## src/rtl/pipe_pkg.sv

```systemverilog
// ----------------------------------------------------------------------------
// pipe_pkg
//   Shared pipeline definitions used by the pipeline control slice.
//   - pipe_state_t : control FSM state encoding (RUN / STALL / FLUSH / TRAP)
//   - MAX_INFLIGHT_DEF : default limit on issued-but-not-written-back instrs
//   - REG_IDX_W / NUM_REGS : register index width and register file size
//   - INFLIGHT_W : width of the inflight counter (holds 0..15)
// ----------------------------------------------------------------------------
package pipe_pkg;

    typedef enum logic [1:0] {
        ST_RUN   = 2'd0,
        ST_STALL = 2'd1,
        ST_FLUSH = 2'd2,
        ST_TRAP  = 2'd3
    } pipe_state_t;

    localparam int MAX_INFLIGHT_DEF = 4;
    localparam int REG_IDX_W        = 5;
    localparam int NUM_REGS         = 32;
    localparam int INFLIGHT_W       = 4;

endpackage

```

## src/rtl/pipe_scoreboard.sv

```systemverilog
// ----------------------------------------------------------------------------
// pipe_scoreboard
//   Register scoreboard: one busy bit per architectural register plus a count
//   of instructions issued but not yet written back.
//   Ports:
//     clk, resetn        clock, asynchronous active-low reset
//     set_en, set_rd     an instruction writing set_rd issues this cycle
//     clr_en, clr_rd     writeback retires a write to clr_rd this cycle
//     issue_en           any instruction issues (counts toward inflight)
//     busy[31:0]         bit n = write to xn outstanding (bit 0 always 0)
//     inflight           issued-but-not-written-back count
// ----------------------------------------------------------------------------
module pipe_scoreboard
    import pipe_pkg::*;
(
    input  logic                  clk,
    input  logic                  resetn,
    input  logic                  issue_en,
    input  logic                  set_en,
    input  logic [REG_IDX_W-1:0]  set_rd,
    input  logic                  clr_en,
    input  logic [REG_IDX_W-1:0]  clr_rd,
    output logic [NUM_REGS-1:0]   busy,
    output logic [INFLIGHT_W-1:0] inflight
);

    logic [NUM_REGS-1:0]   busy_q;
    logic [NUM_REGS-1:0]   busy_next;
    logic [INFLIGHT_W-1:0] inflight_q;
    logic [INFLIGHT_W-1:0] inflight_next;
    logic                  dec;

    // Clear is applied before set, so a same-cycle writeback and re-issue of
    // the same register leaves the bit set for the newer instruction.
    always_comb begin
        busy_next = busy_q;
        if (clr_en) begin
            busy_next[clr_rd] = 1'b0;
        end
        if (set_en) begin
            busy_next[set_rd] = 1'b1;
        end
        busy_next[0] = 1'b0;
    end

    // A writeback with nothing outstanding is a protocol error; the counter
    // saturates at zero rather than wrapping.
    assign dec = clr_en && (inflight_q != '0);

    always_comb begin
        inflight_next = inflight_q;
        case ({issue_en, dec})
            2'b10:   inflight_next = inflight_q + 1'b1;
            2'b01:   inflight_next = inflight_q - 1'b1;
            default: inflight_next = inflight_q;
        endcase
    end

    always_ff @(posedge clk or negedge resetn) begin
        if (!resetn) begin
            busy_q     <= '0;
            inflight_q <= '0;
        end else begin
            busy_q     <= busy_next;
            inflight_q <= inflight_next;
        end
    end

    assign busy     = busy_q;
    assign inflight = inflight_q;

    a_wb_underflow: assert property (@(posedge clk) disable iff (!resetn)
        !(clr_en && (inflight_q == '0)));

endmodule

```

## src/rtl/pipe_ctrl.sv

```systemverilog
// ----------------------------------------------------------------------------
// pipe_ctrl
//   In-order pipeline control: data/structural hazard detection against the
//   register scoreboard, issue, stall, flush on redirect, and the illegal
//   instruction trap handshake.
//
//   Handshake: decode offers an instruction with id_valid; it is consumed in
//   the cycle issue = 1. While id_valid = 1 and issue = 0, decode holds the
//   instruction (stall_id) unless the cycle flushes it. ex_ready is execute's
//   ready; issue never asserts without it.
//
//   Ports:
//     clk, resetn                       clock, asynchronous active-low reset
//     id_valid, id_rs1/2, id_use_rs1/2  decode instruction and source use
//     id_rd, id_reg_write, id_illegal   destination and illegal flag
//     ex_ready                          execute accepts this cycle
//     redirect, redirect_pc             taken branch/jump and its target
//     wb_valid, wb_rd                   writeback retiring a register write
//     trap_ack                          trap handler acknowledge
//     issue, stall_if, stall_id         issue / hold fetch and decode
//     flush_if, flush_id                squash fetch and decode
//     pc_load, pc_next                  load fetch PC
//     trap                              illegal-instruction trap pending
//     busy                              scoreboard vector
//     state_dbg, inflight_dbg           FSM state and inflight count
// ----------------------------------------------------------------------------
module pipe_ctrl
    import pipe_pkg::*;
#(
    parameter int MAX_INFLIGHT = MAX_INFLIGHT_DEF
) (
    input  logic                  clk,
    input  logic                  resetn,
    input  logic                  id_valid,
    input  logic [REG_IDX_W-1:0]  id_rs1,
    input  logic [REG_IDX_W-1:0]  id_rs2,
    input  logic                  id_use_rs1,
    input  logic                  id_use_rs2,
    input  logic [REG_IDX_W-1:0]  id_rd,
    input  logic                  id_reg_write,
    input  logic                  id_illegal,
    input  logic                  ex_ready,
    input  logic                  redirect,
    input  logic [63:0]           redirect_pc,
    input  logic                  wb_valid,
    input  logic [REG_IDX_W-1:0]  wb_rd,
    input  logic                  trap_ack,
    output logic                  issue,
    output logic                  stall_if,
    output logic                  stall_id,
    output logic                  flush_if,
    output logic                  flush_id,
    output logic                  pc_load,
    output logic [63:0]           pc_next,
    output logic                  trap,
    output logic [NUM_REGS-1:0]   busy,
    output pipe_state_t           state_dbg,
    output logic [INFLIGHT_W-1:0] inflight_dbg
);

    pipe_state_t           state;
    pipe_state_t           next_state;
    logic [INFLIGHT_W-1:0] inflight;
    logic                  hazard;
    logic                  redir;
    logic                  issue_c;
    logic                  stall_c;
    logic                  flush_if_c;
    logic                  flush_id_c;
    logic                  pc_load_c;

    // busy[0] is held at zero by the scoreboard, so x0 never hazards.
    assign hazard = id_valid && (
                       (id_use_rs1   && busy[id_rs1]) ||
                       (id_use_rs2   && busy[id_rs2]) ||
                       (id_reg_write && busy[id_rd])  ||
                       (inflight == INFLIGHT_W'(MAX_INFLIGHT)) ||
                       !ex_ready);

    // A trap cannot be interrupted by a redirect; it only leaves via trap_ack.
    assign redir = redirect && (state != ST_TRAP);

    always_comb begin
        next_state = state;
        issue_c    = 1'b0;
        stall_c    = 1'b0;
        flush_if_c = 1'b0;
        flush_id_c = 1'b0;
        pc_load_c  = 1'b0;
        case (state)
            ST_RUN, ST_STALL: begin
                if (redir) begin
                    pc_load_c  = 1'b1;
                    flush_if_c = 1'b1;
                    flush_id_c = 1'b1;
                    next_state = ST_FLUSH;
                end else if (id_valid && id_illegal) begin
                    stall_c    = 1'b1;
                    next_state = ST_TRAP;
                end else if (hazard) begin
                    stall_c    = 1'b1;
                    next_state = ST_STALL;
                end else begin
                    issue_c    = id_valid;
                    next_state = ST_RUN;
                end
            end
            ST_FLUSH: begin
                flush_id_c = 1'b1;
                if (redir) begin
                    pc_load_c  = 1'b1;
                    flush_if_c = 1'b1;
                    next_state = ST_FLUSH;
                end else begin
                    next_state = ST_RUN;
                end
            end
            ST_TRAP: begin
                if (trap_ack) begin
                    flush_if_c = 1'b1;
                    flush_id_c = 1'b1;
                    next_state = ST_RUN;
                end else begin
                    stall_c    = 1'b1;
                end
            end
            default: next_state = ST_RUN;
        endcase
    end

    always_ff @(posedge clk or negedge resetn) begin
        if (!resetn) begin
            state <= ST_RUN;
        end else begin
            state <= next_state;
        end
    end

    // The control outputs are same-cycle functions of decode/execute inputs;
    // gating with resetn keeps them quiet while reset is held.
    assign issue    = resetn && issue_c;
    assign stall_if = resetn && stall_c;
    assign stall_id = resetn && stall_c;
    assign flush_if = resetn && flush_if_c;
    assign flush_id = resetn && flush_id_c;
    assign pc_load  = resetn && pc_load_c;
    assign pc_next  = pc_load ? redirect_pc : '0;
    assign trap     = (state == ST_TRAP);

    pipe_scoreboard u_sb (
        .clk      (clk),
        .resetn   (resetn),
        .issue_en (issue),
        .set_en   (issue && id_reg_write),
        .set_rd   (id_rd),
        .clr_en   (wb_valid),
        .clr_rd   (wb_rd),
        .busy     (busy),
        .inflight (inflight)
    );

    assign state_dbg    = state;
    assign inflight_dbg = inflight;

endmodule

```

## config.mk

```make
export PLATFORM = sky130hd
export DESIGN_NAME = pipe_ctrl
export DESIGN_NICKNAME = d
export VERILOG_FILES = /design/src/rtl/pipe_pkg.sv /design/src/rtl/pipe_scoreboard.sv /design/src/rtl/pipe_ctrl.sv
export SDC_FILE = /design/constraint.sdc
export NUM_CORES = 1
export LEC_CHECK = 0
export BUFFER_PORTS_ARGS = -buffer_cell sky130_fd_sc_hd__buf_2
export CAP_MARGIN = 20
export CORE_ASPECT_RATIO = 0.8
export CORE_UTILIZATION = 25
export CTS_CLUSTER_SIZE = 12
export DETAILED_ROUTE_END_ITERATION = 12
export SYNTH_ARGS = -nofsm -noshare
export SYNTH_HDL_FRONTEND = slang
export SYNTH_SLANG_ARGS = --single-unit
```

## constraint.sdc

```tcl
create_clock -name clk -period 3.9 [get_ports clk]
set_input_delay 0 -clock clk [delete_from_list [all_inputs] [get_ports clk]]
set_output_delay 0 -clock clk [all_outputs]
set_load 0.01 [all_outputs]
```

==> results of run 1 <==
worst min-delay path, stage by stage:
cell and delay (ps):
buf_2 90, a211oi_1 60, a21oi_1 110
cell type report:
| cell class | instances | area [um^2] |
|---|---|---|
| Timing Repair Buffer | 209 | 1094 |
| Tap cell | 171 | 214.0 |
| Sequential cell | 37 | 925.9 |
| Fill cell | 1266 | 7815 |
| Multi-Input combinational cell | 290 | 2091 |
| Clock inverter | 1 | 5.005 |
| Antenna cell | 2 | 5.005 |
| Clock buffer | 5 | 125.1 |
| Inverter | 6 | 22.52 |
cells by family (layout without fill, tap and decap cells):
kind of cell    count (synthesis)  count (layout)
flops                          37              37
xor+xnor                        4               4
simple gates                  159             159
fa+ha+maj                       4               4
mux                            37              37
buf+inv                        33             221
compound gates                 85              85
other cells                     1               3
flip-flops by register name, indices dropped and copies added, names as in the netlist:
name           cells
state_dbg          2
u_sb.busy         31
u_sb.inflight      4
path summary, 6_finish.rpt:
kind / from / cells past startpoint / slack, ps / end
worst min-delay path: id_illegal / 3 / 20 / state_dbg[1]$_DFFE_PN0P_
worst max-delay path: u_sb.busy[22]$_DFF_PN0_ / 13 / 510 / u_sb.inflight[3]$_DFFE_PN0P_
max in group asynchronous: resetn / 3 / 3070 / u_sb.busy[7]$_DFF_PN0_
min in group asynchronous: resetn / 2 / 110 / u_sb.inflight[1]$_DFFE_PN0P_
worst min register to register: u_sb.inflight[3]$_DFFE_PN0P_ / 1 / 540 / u_sb.inflight[3]$_DFFE_PN0P_
worst max register to register: u_sb.busy[22]$_DFF_PN0_ / 13 / 510 / u_sb.inflight[3]$_DFFE_PN0P_
layer usage:
metal	vias to the layer above	wire [um]	global-route usage
li1	1687	-	-
met1	1772	6237	0.2905
met2	167	5743	0.2722
met3	20	1315	0.05708
met4	0	280	0.05611
met5	-	0	0
cell usage in the layout, fill, tap and decap left out, drive strengths merged, types with 4 or more instances in the layout:
cell type / count
buf: 208
and2: 65
o21ai: 65
dfrtp: 37
nand3: 36
mux2: 17
mux4: 15
nor2: 14
nand2: 11
nand3b: 11
inv: 6
mux2i: 5
a22oi: 5
clkbuf: 5
nor3b: 4
nand4: 4
repair_timing:
action,4_1_cts,5_1_grt
hold buffers,1,0
hold endpoints to repair,26,0
setup buffers,0,0
power by group through the flow:
stage                     sequential, mW  combinational, mW  clock (mW)
after CTS                          0.460              0.429       0.384
final                              0.459              0.432       0.385
after detailed placement           0.466              0.427           0
after global placement             0.462              0.421           0
after global routing               0.466              0.474       0.401
after floorplan                    0.468              0.235           0
per-stage QoR:
step | hold slack (ps) | utilization | cells
2_1_floorplan | -295.6 | - | 360
3_3_place_gp | -128.6 | 0.3492 | 710
3_5_place_dp | -126.5 | 0.3504 | 711
4_1_cts | 34.28 | 0.3618 | 718
5_1_grt | 27.63 | 0.3645 | 721
6_report | 23.92 | 0.3645 | 721
==> flow_summary.json, run 1 <==
{
  "tightest_slew_ps": 848.4,
  "overflow": 0,
  "comb_power_share": 0.339,
  "critPathBufInv": 0,
  "switching_share": 0.3463,
  "cts_sinks": 37,
  "place_ws_ps": 519.4,
  "ir_drop_uv": 149.4,
  "p_leak_nw": 2.255,
  "p_per_area_nw_per_um2": 284.7,
  "coreArea_um2": 12300,
  "synthAdderAreaFrac": 0.01810,
  "drv_slew": 0,
  "grt_max_degree": 47,
  "numCtsBuffers": 5,
  "grt_pass1_wl_um": 19090,
  "ys_types": 44,
  "drtAntennaViolNets": 0,
  "rsz0062_at_grt": "false",
  "synth-seq-cells": 37,
  "yosys.area_share.simple": 0.2936,
  "synth_top_family_by_area": "simple AND/OR/NAND/NOR gates",
  "cp-start-kind": "flop",
  "slew_headroom": 0.4323,
  "p_total_mw": 1.276,
  "wl_um": 13580,
  "seq_area_frac_synth": 0.2912,
  "synth_area_per_cell_um2": 8.831,
  "synth_compound_area_frac": 0.1515,
  "post-route-min-period_ps": 3394,
  "setup-tns-final_ps": 0,
  "netlist_instances": 360,
  "cts-resized-gates": 0,
  "min_path_type": "in2reg",
  "clkLatencyLatePin_ps": 280,
  "status": "finished clean",
  "syn-num-nets": 459,
  "viasPerCell": 5.057,
  "wl_per_cell_um": 18.83,
  "min_period_over_period": 0.8704,
  "final_cell_area_um2": 4482,
  "routabilityCongestion": 0.9340,
  "die_y_um": 102.9,
  "crit_slowest_cell": "mux4_2",
  "drt_iter0_markers": 302,
  "pin_count": 204,
  "initial_core_util": 0.2585,
  "ys.flop_type": "dfrtp_1",
  "p_int_uw": 834.0,
  "drc": 0,
  "setup_viol": 0,
  "finalHoldViolCount": 0,
  "cts_tree": "done",
  "muxShareOfSynthArea": 0.1822,
  "finalClockSkew_ps": 5.387,
  "cts-root-buf": "clkbuf_16",
  "track_usage": 0.1960,
  "drtPass1Iterations": 4,
  "fin_nets": 648,
  "grt_pass1_vias": 3259,
  "synth_edf_count": 0,
  "die_x_um": 128.1,
  "portBuffers": 202,
  "clkPwrFrac": 0.302,
  "p_switching_uw": 441.8,
  "p_seq_frac": 0.360,
  "drive_gt1_frac": 0.4599,
  "ys_warn_count": 0,
  "ys_top_cells_by_area": "dfrtp_1 (29%), and2_1 (13%), mux4_2 (11%), mux2_2 (6.0%), nand3_1 (5.7%)",
  "worst-path-max-fanout": 5,
  "path_delay_family": "multiplexers",
  "worst-setup-path-type": "reg2reg",
  "path_clk_slew_ps": 60,
  "fp-row-count": 36,
  "placed_area_um2": 4309,
  "cts_buffer_depth": 2,
  "yosysMostFrequentCell": "and2_1",
  "required_ps": 4070,
  "cp.arrival_ps": 3560,
  "synth_top_area_cell": "dfrtp_1",
  "cts_max_level": 2,
  "synth-xor-area-share": 0.01102,
  "maxCapViolCount": 0,
  "path_cells": "mux4_2 > mux4_2 > nor2_1 > nand4b_1 > nand4_4 > or2_2 > ha_1 > ha_1 > a21o_1 > a21oi_1 > xnor2_1 > nor2_1 > xor2_1",
  "slowest_delay_ps": 500,
  "async_flop_share": 1.000,
  "die-area_um2": 13170,
  "antenna_found_initial": 2,
  "vias": 3646,
  "syn_area_um2": 3179,
  "synth_top_area_share": 0.2912,
  "endpoint_kind": "flop",
  "clock.fmax_mhz": 294.6,
  "area_growth_pct": 40.97,
  "setup_slack_ps": 505.5,
  "place_hpwl_um": 10570,
  "synth_commonest_cells": "and2_1 (65), dfrtp_1 (37), nand3_1 (36), o21ai_0 (36), o21ai_1 (29)"
}
Note: power is estimated with default switching activity, not from simulation.
==> run 2, diff against run 1 <==
--- a/config.mk
+++ b/config.mk
@@ -8,6 +8,7 @@
 export BUFFER_PORTS_ARGS = -buffer_cell sky130_fd_sc_hd__buf_2
 export CAP_MARGIN = 20
 export CORE_ASPECT_RATIO = 0.8
+export CORE_MARGIN = 3
 export CORE_UTILIZATION = 25
 export CTS_CLUSTER_SIZE = 12
 export DETAILED_ROUTE_END_ITERATION = 12
==> flow_summary.json, run 2 (synthesis gave the netlist of run 1 again) <==
{
  "path_clk_slew_ps": 60,
  "placed_area_um2": 4287,
  "drt_iter0_markers": 311,
  "status": "finished, violations left",
  "vias": 3626,
  "post-route-min-period_ps": 3407,
  "worst-path-max-fanout": 5,
  "fp-row-count": 36,
  "drc": 0,
  "rsz0062_at_grt": "false",
  "cts_max_level": 2,
  "slowest_delay_ps": 490,
  "failed_checks": "negative hold slack",
  "largest_reg_flops": 31,
  "critPathBufInv": 0,
  "fin_nets": 646,
  "die-area_um2": 14110,
  "pin_count": 204,
  "area_growth_pct": 40.38,
  "setup_viol": 0,
  "hp-start": "id_valid",
  "setup_slack_ps": 493.0,
  "worst_hold_path.endpoint": "state_dbg[1]$_DFFE_PN0P_",
  "clkLatencyLatePin_ps": 290,
  "clock.fmax_mhz": 293.5,
  "antenna_found_initial": 0,
  "p_per_area_nw_per_um2": 290.8,
  "cts_tree": "done",
  "cts_sinks": 37,
  "finalHoldViolCount": 1,
  "final_cell_area_um2": 4463,
  "finalClockSkew_ps": 5.571,
  "cts-resized-gates": 0,
  "endpoint_kind": "flop",
  "grt_pass1_vias": 3435,
  "place_ws_ps": 520.8,
  "die_y_um": 106.9,
  "path_cells": "mux4_2 > mux4_2 > nor2_1 > nand4b_1 > nand4_4 > or2_2 > ha_1 > ha_1 > a21o_1 > a21oi_1 > xnor2_1 > nor2_1 > xor2_1",
  "drive_gt1_frac": 0.4580,
  "reg2reg_from": "u_sb.busy[31]$_DFF_PN0_",
  "drtAntennaViolNets": 0,
  "drtPass1Iterations": 5,
  "grt_max_degree": 66,
  "cp.arrival_ps": 3580,
  "final_cell_mix": "buf_2 (202), and2_1 (65), dfrtp_1 (37), nand3_1 (36), o21ai_0 (36)",
  "met3WireLength_um": 1278,
  "tightest_slew_ps": 838.2,
  "r2r_slack_ps": 490,
  "die_x_um": 132.1,
  "holdWs_ps": -0.5594,
  "min_period_over_period": 0.8736,
  "min_path_type": "in2reg",
  "hold_path_depth": 3,
  "worst-setup-path-type": "reg2reg",
  "instances_no_fill": 719,
  "slew_headroom": 0.4391,
  "drv_slew": 0,
  "portBuffers": 202,
  "dp.cells": 709,
  "setup-tns-final_ps": 0,
  "routed.top_layer": "met4",
  "wl_um": 14020,
  "ir_drop_uv": 144.3,
  "r2r_cells": 13,
  "final_common_cell": "buf_2",
  "routabilityCongestion": 0.9403,
  "required_ps": 4070,
  "path_delay_family": "multiplexers",
  "maxCapViolCount": 0,
  "viasPerCell": 5.043,
  "grt_pass1_wl_um": 20700,
  "met2_wirelength_um": 6190,
  "reg2reg_to": "u_sb.inflight[3]$_DFFE_PN0P_",
  "p_leak_nw": 2.248,
  "crit_slowest_cell": "mux4_2",
  "cp-start-kind": "flop",
  "diodes": 0,
  "place_hpwl_um": 10840,
  "coreArea_um2": 12300,
  "track_usage": 0.1886,
  "cts-root-buf": "clkbuf_16",
  "overflow": 0,
  "cts_buffer_depth": 2,
  "p_total_mw": 1.298,
  "wl_per_cell_um": 19.50,
  "met1Wirelength_um": 6285,
  "numCtsBuffers": 5,
  "initial_core_util": 0.2585
}
==> run 2: worst min-delay path, stage by stage <==
cell and delay, ps:
buf_2 80, a211oi_1 60, a21oi_1 100
==> run 2: stage by stage <==
| step | util | hold slack [ps] |
|---|---|---|
| 3_3_place_gp | 0.3486 | 162.4 |
| 5_1_grt | 0.3629 | 33.52 |
| 3_5_place_dp | 0.3486 | 170.5 |
| 6_report | 0.3629 | -0.5594 |
| 4_1_cts | 0.3607 | 0.1777 |
| 2_1_floorplan | - | -295.6 |
==> run 2: repair_timing <==
action                                 CTS  global route
hold buffers                             1             0
endpoints found under the hold margin   37             0
setup buffers                            0             0
==> run 2: area by class of cell <==
cell class	count	area, um^2
Clock buffer	6	128.9
Sequential cell	37	925.9
Multi-Input combinational cell	290	2091
Fill cell	1283	7834
Inverter	6	22.52
Tap cell	171	214.0
Clock inverter	2	10.01
Timing Repair Buffer	207	1071
==> run 2: worst max path at each step <==
| stage | startpoint | end | slack, ps | cells past startpoint |
|---|---|---|---|---|
| floorplan | u_sb.busy[31]$_DFF_PN0_ | u_sb.inflight[3]$_DFFE_PN0P_ | 610 | 13 |
| global placement | u_sb.busy[14]$_DFF_PN0_ | u_sb.inflight[3]$_DFFE_PN0P_ | 590 | 13 |
| global route | u_sb.busy[14]$_DFF_PN0_ | u_sb.inflight[3]$_DFFE_PN0P_ | 320 | 13 |
| detailed placement | u_sb.busy[24]$_DFF_PN0_ | u_sb.inflight[3]$_DFFE_PN0P_ | 520 | 13 |
| finish | u_sb.busy[31]$_DFF_PN0_ | u_sb.inflight[3]$_DFFE_PN0P_ | 490 | 13 |
| CTS | u_sb.busy[31]$_DFF_PN0_ | u_sb.inflight[3]$_DFFE_PN0P_ | 510 | 13 |
==> run 2: where the power goes <==
group          internal, mW  switching, mW  total (mW)
Sequential            0.414         0.0441       0.458
Clock                 0.235          0.169       0.404
Combinational         0.189          0.247       0.436
Total                 0.838          0.460        1.30
==> run 2: metal layers <==
layer | global-route usage | vias up
met2 | 0.2672 | 159
met1 | 0.2735 | 1777
li1 | - | 1675
met3 | 0.05769 | 15
met5 | 0 | -
met4 | 0.05772 | 0
==> run 3, diff against run 2 <==
--- a/config.mk
+++ b/config.mk
@@ -14,4 +14,5 @@
 export DETAILED_ROUTE_END_ITERATION = 12
 export SYNTH_ARGS = -nofsm -noshare
 export SYNTH_HDL_FRONTEND = slang
+export SYNTH_HIERARCHICAL = 1
 export SYNTH_SLANG_ARGS = --single-unit
==> flow_summary.json, run 3 <==
{
  "status": "finished clean",
  "slowest_delay_ps": 570,
  "grt_max_degree": 48,
  "multi_input_area_um2": 2047,
  "path_delay_family": "multiplexers",
  "fillers": 1219,
  "required_ps": 4100,
  "synth_top_area_cell": "dfrtp_1",
  "placed_area_um2": 4272,
  "p_leak_nw": 2.305,
  "synth_top_family_by_area": "simple AND/OR/NAND/NOR gates",
  "place_ws_ps": 703.3,
  "path_cells": "mux4_1 > mux4_2 > nor2b_2 > o32ai_1 > nor2_1 > inv_1 > ha_1 > or4b_1 > a21o_1 > o221ai_1",
  "ir_drop_uv": 194.0,
  "wl_um": 13280,
  "cts-root-buf": "clkbuf_16",
  "endpoint_kind": "flop",
  "seq_area_frac_synth": 0.2954,
  "drt_iter0_markers": 262,
  "die_x_um": 131.2,
  "p_per_area_nw_per_um2": 305.4,
  "yosysMostFrequentCell": "and2_1",
  "track_usage": 0.1777,
  "drtAntennaViolNets": 0,
  "worst-setup-path-type": "reg2reg",
  "maxCapViolCount": 0,
  "die_y_um": 106.1,
  "seq_area_um2": 925.9,
  "min_path_type": "in2async",
  "drtPass1Iterations": 5,
  "vias": 3468,
  "p_total_mw": 1.366,
  "largest_reg_flops": 31,
  "setup-tns-final_ps": 0,
  "yosys.area_share.simple": 0.2471,
  "setup_slack_ps": 665.0,
  "drv_slew": 0,
  "initial_core_util": 0.2641,
  "cts_sinks": 37,
  "portBuffers": 202,
  "final_core_util": 0.3768,
  "ys_types": 53,
  "rsz0062_at_grt": "false",
  "grt_pass1_vias": 3378,
  "async_flop_share": 1.000,
  "slew_headroom": 0.6164,
  "drc": 0,
  "synth_commonest_cells": "and2_1 (64), o21ai_0 (51), dfrtp_1 (37)",
  "cts_setup_buffers": 0,
  "ys.flop_type": "dfrtp_1",
  "drive_gt1_frac": 0.4586,
  "syn_area_um2": 3134,
  "muxShareOfSynthArea": 0.2080,
  "cts_max_level": 2,
  "synth-xor-area-share": 0.008383,
  "clock.fmax_mhz": 309.1,
  "final_cell_area_um2": 4472,
  "post-route-min-period_ps": 3235,
  "clkLatencyLatePin_ps": 290,
  "synth_compound_area_frac": 0.1764,
  "tightest_slew_ps": 560.9,
  "grt_pass1_wl_um": 19710,
  "fin_nets": 616,
  "fp-row-count": 35,
  "overflow": 0,
  "ys_warn_count": 6,
  "pin_count": 204,
  "setup_viol": 0,
  "synth_area_per_cell_um2": 9.795,
  "cts_buffer_depth": 2,
  "worst-path-max-fanout": 8,
  "antenna_found_initial": 0,
  "syn-num-nets": 418,
  "min_period_over_period": 0.8295,
  "cts_tree": "done",
  "synth_edf_count": 0,
  "finalHoldViolCount": 0,
  "synth-seq-cells": 37,
  "viasPerCell": 5.055,
  "netlist_instances": 320,
  "final_cell_mix": "buf_2 (202), and2_1 (64), o21ai_0 (51), dfrtp_1 (37), mux4_2 (15)",
  "finalClockSkew_ps": 9.407,
  "ys_top_cells_by_area": "dfrtp_1 (30%), and2_1 (13%), mux4_2 (11%), o21ai_0 (8.1%), mux4_1 (5.0%)",
  "synthAdderAreaFrac": 0.01198,
  "path_clk_slew_ps": 60,
  "r2r_slack_ps": 660,
  "critPathBufInv": 1,
  "final_common_cell": "buf_2",
  "cp.arrival_ps": 3430,
  "coreArea_um2": 11870,
  "cp-start-kind": "flop",
  "synth_top_area_share": 0.2954,
  "routabilityCongestion": 0.8198,
  "die-area_um2": 13920,
  "crit_slowest_cell": "mux4_1",
  "wl_per_cell_um": 19.35,
  "place_hpwl_um": 10370,
  "numCtsBuffers": 5,
  "area_growth_pct": 42.67
}
## run 3: cell types whose count changed in the layout (fill, tap and decap cells not counted), sizes merged, moves of 4 or more
cell | before | now
or3b | 3 | 8
nor2b | 0 | 7
mux2 | 17 | 5
mux4 | 15 | 21
inv | 6 | 10
mux2i | 5 | 10
nand3 | 36 | 5
nand4 | 4 | 0
nor2 | 14 | 7
## run 3: final timing paths
path,start,end,depth (start not counted)
max in group asynchronous,resetn,u_sb/busy[17]$_DFF_PN0_,3
min in group clk,trap_ack,state_dbg[1]$_DFFE_PN0P_,4
worst max-delay path,u_sb/busy[9]$_DFF_PN0_,u_sb/inflight[3]$_DFFE_PN0P_,10
worst min-delay path,resetn,state_dbg[0]$_DFFE_PN0P_,2
worst min register to register,state_dbg[1]$_DFFE_PN0P_,state_dbg[1]$_DFFE_PN0P_,1
worst max register to register,u_sb/busy[9]$_DFF_PN0_,u_sb/inflight[3]$_DFFE_PN0P_,10
## run 3: cell families after synthesis
group / count (synthesis)
buffers and inverters: 27
AO/OA/AOI/OAI: 90
multiplexers: 36
XOR/XNOR: 3
AND/OR/NAND/NOR: 123
flip-flops: 37
adder cells (fa/ha/maj): 3
other: 1
## run 3: cell type report
cell class	instances	area share
Sequential cell	37	0.2071
Inverter	10	0.008394
Clock buffer	6	0.02882
Multi-Input combinational cell	256	0.4577
Antenna cell	1	0.0005596
Clock inverter	2	0.008674
Timing Repair Buffer	208	0.2423
Tap cell	166	0.04645
## run 3: routing by layer
layer	global-route usage	share of wire	wire [um]	up-vias
met5	0	0	0	-
met4	0.04423	0.012	165	0
met2	0.2681	0.46	6101	178
li1	-	-	-	1591
met1	0.2579	0.45	5912	1680
met3	0.03974	0.083	1097	19
## run 3: power breakdown
part	total (mW)	internal [mW]	switching, mW
clock	0.471	0.303	0.168
sequential	0.472	0.413	0.0585
combinational	0.423	0.199	0.224
## run 3: repair_timing
item	in CTS	in global routing
resized for setup	0	0
hold endpoints to repair	38	0
hold buffers	3	0
## run 3: worst register-to-register path, delay by kind of cell, from the launching register on
| kind | cells | cell delay, ps |
|---|---|---|
| fa+ha+maj | 1 | 410 |
| mux | 2 | 1070 |
| compound gates | 3 | 350 |
| simple gates | 3 | 830 |
| flops | 1 | 420 |
| buf+inv | 1 | 80 |
## run 3: per-stage QoR
step	std cells	hold WS (ps)
after CTS	685	76.41
after detailed placement	674	-151.0
after global placement	673	-157.9
after floorplan	320	-295.6
final	686	71.89
after global routing	685	100.7
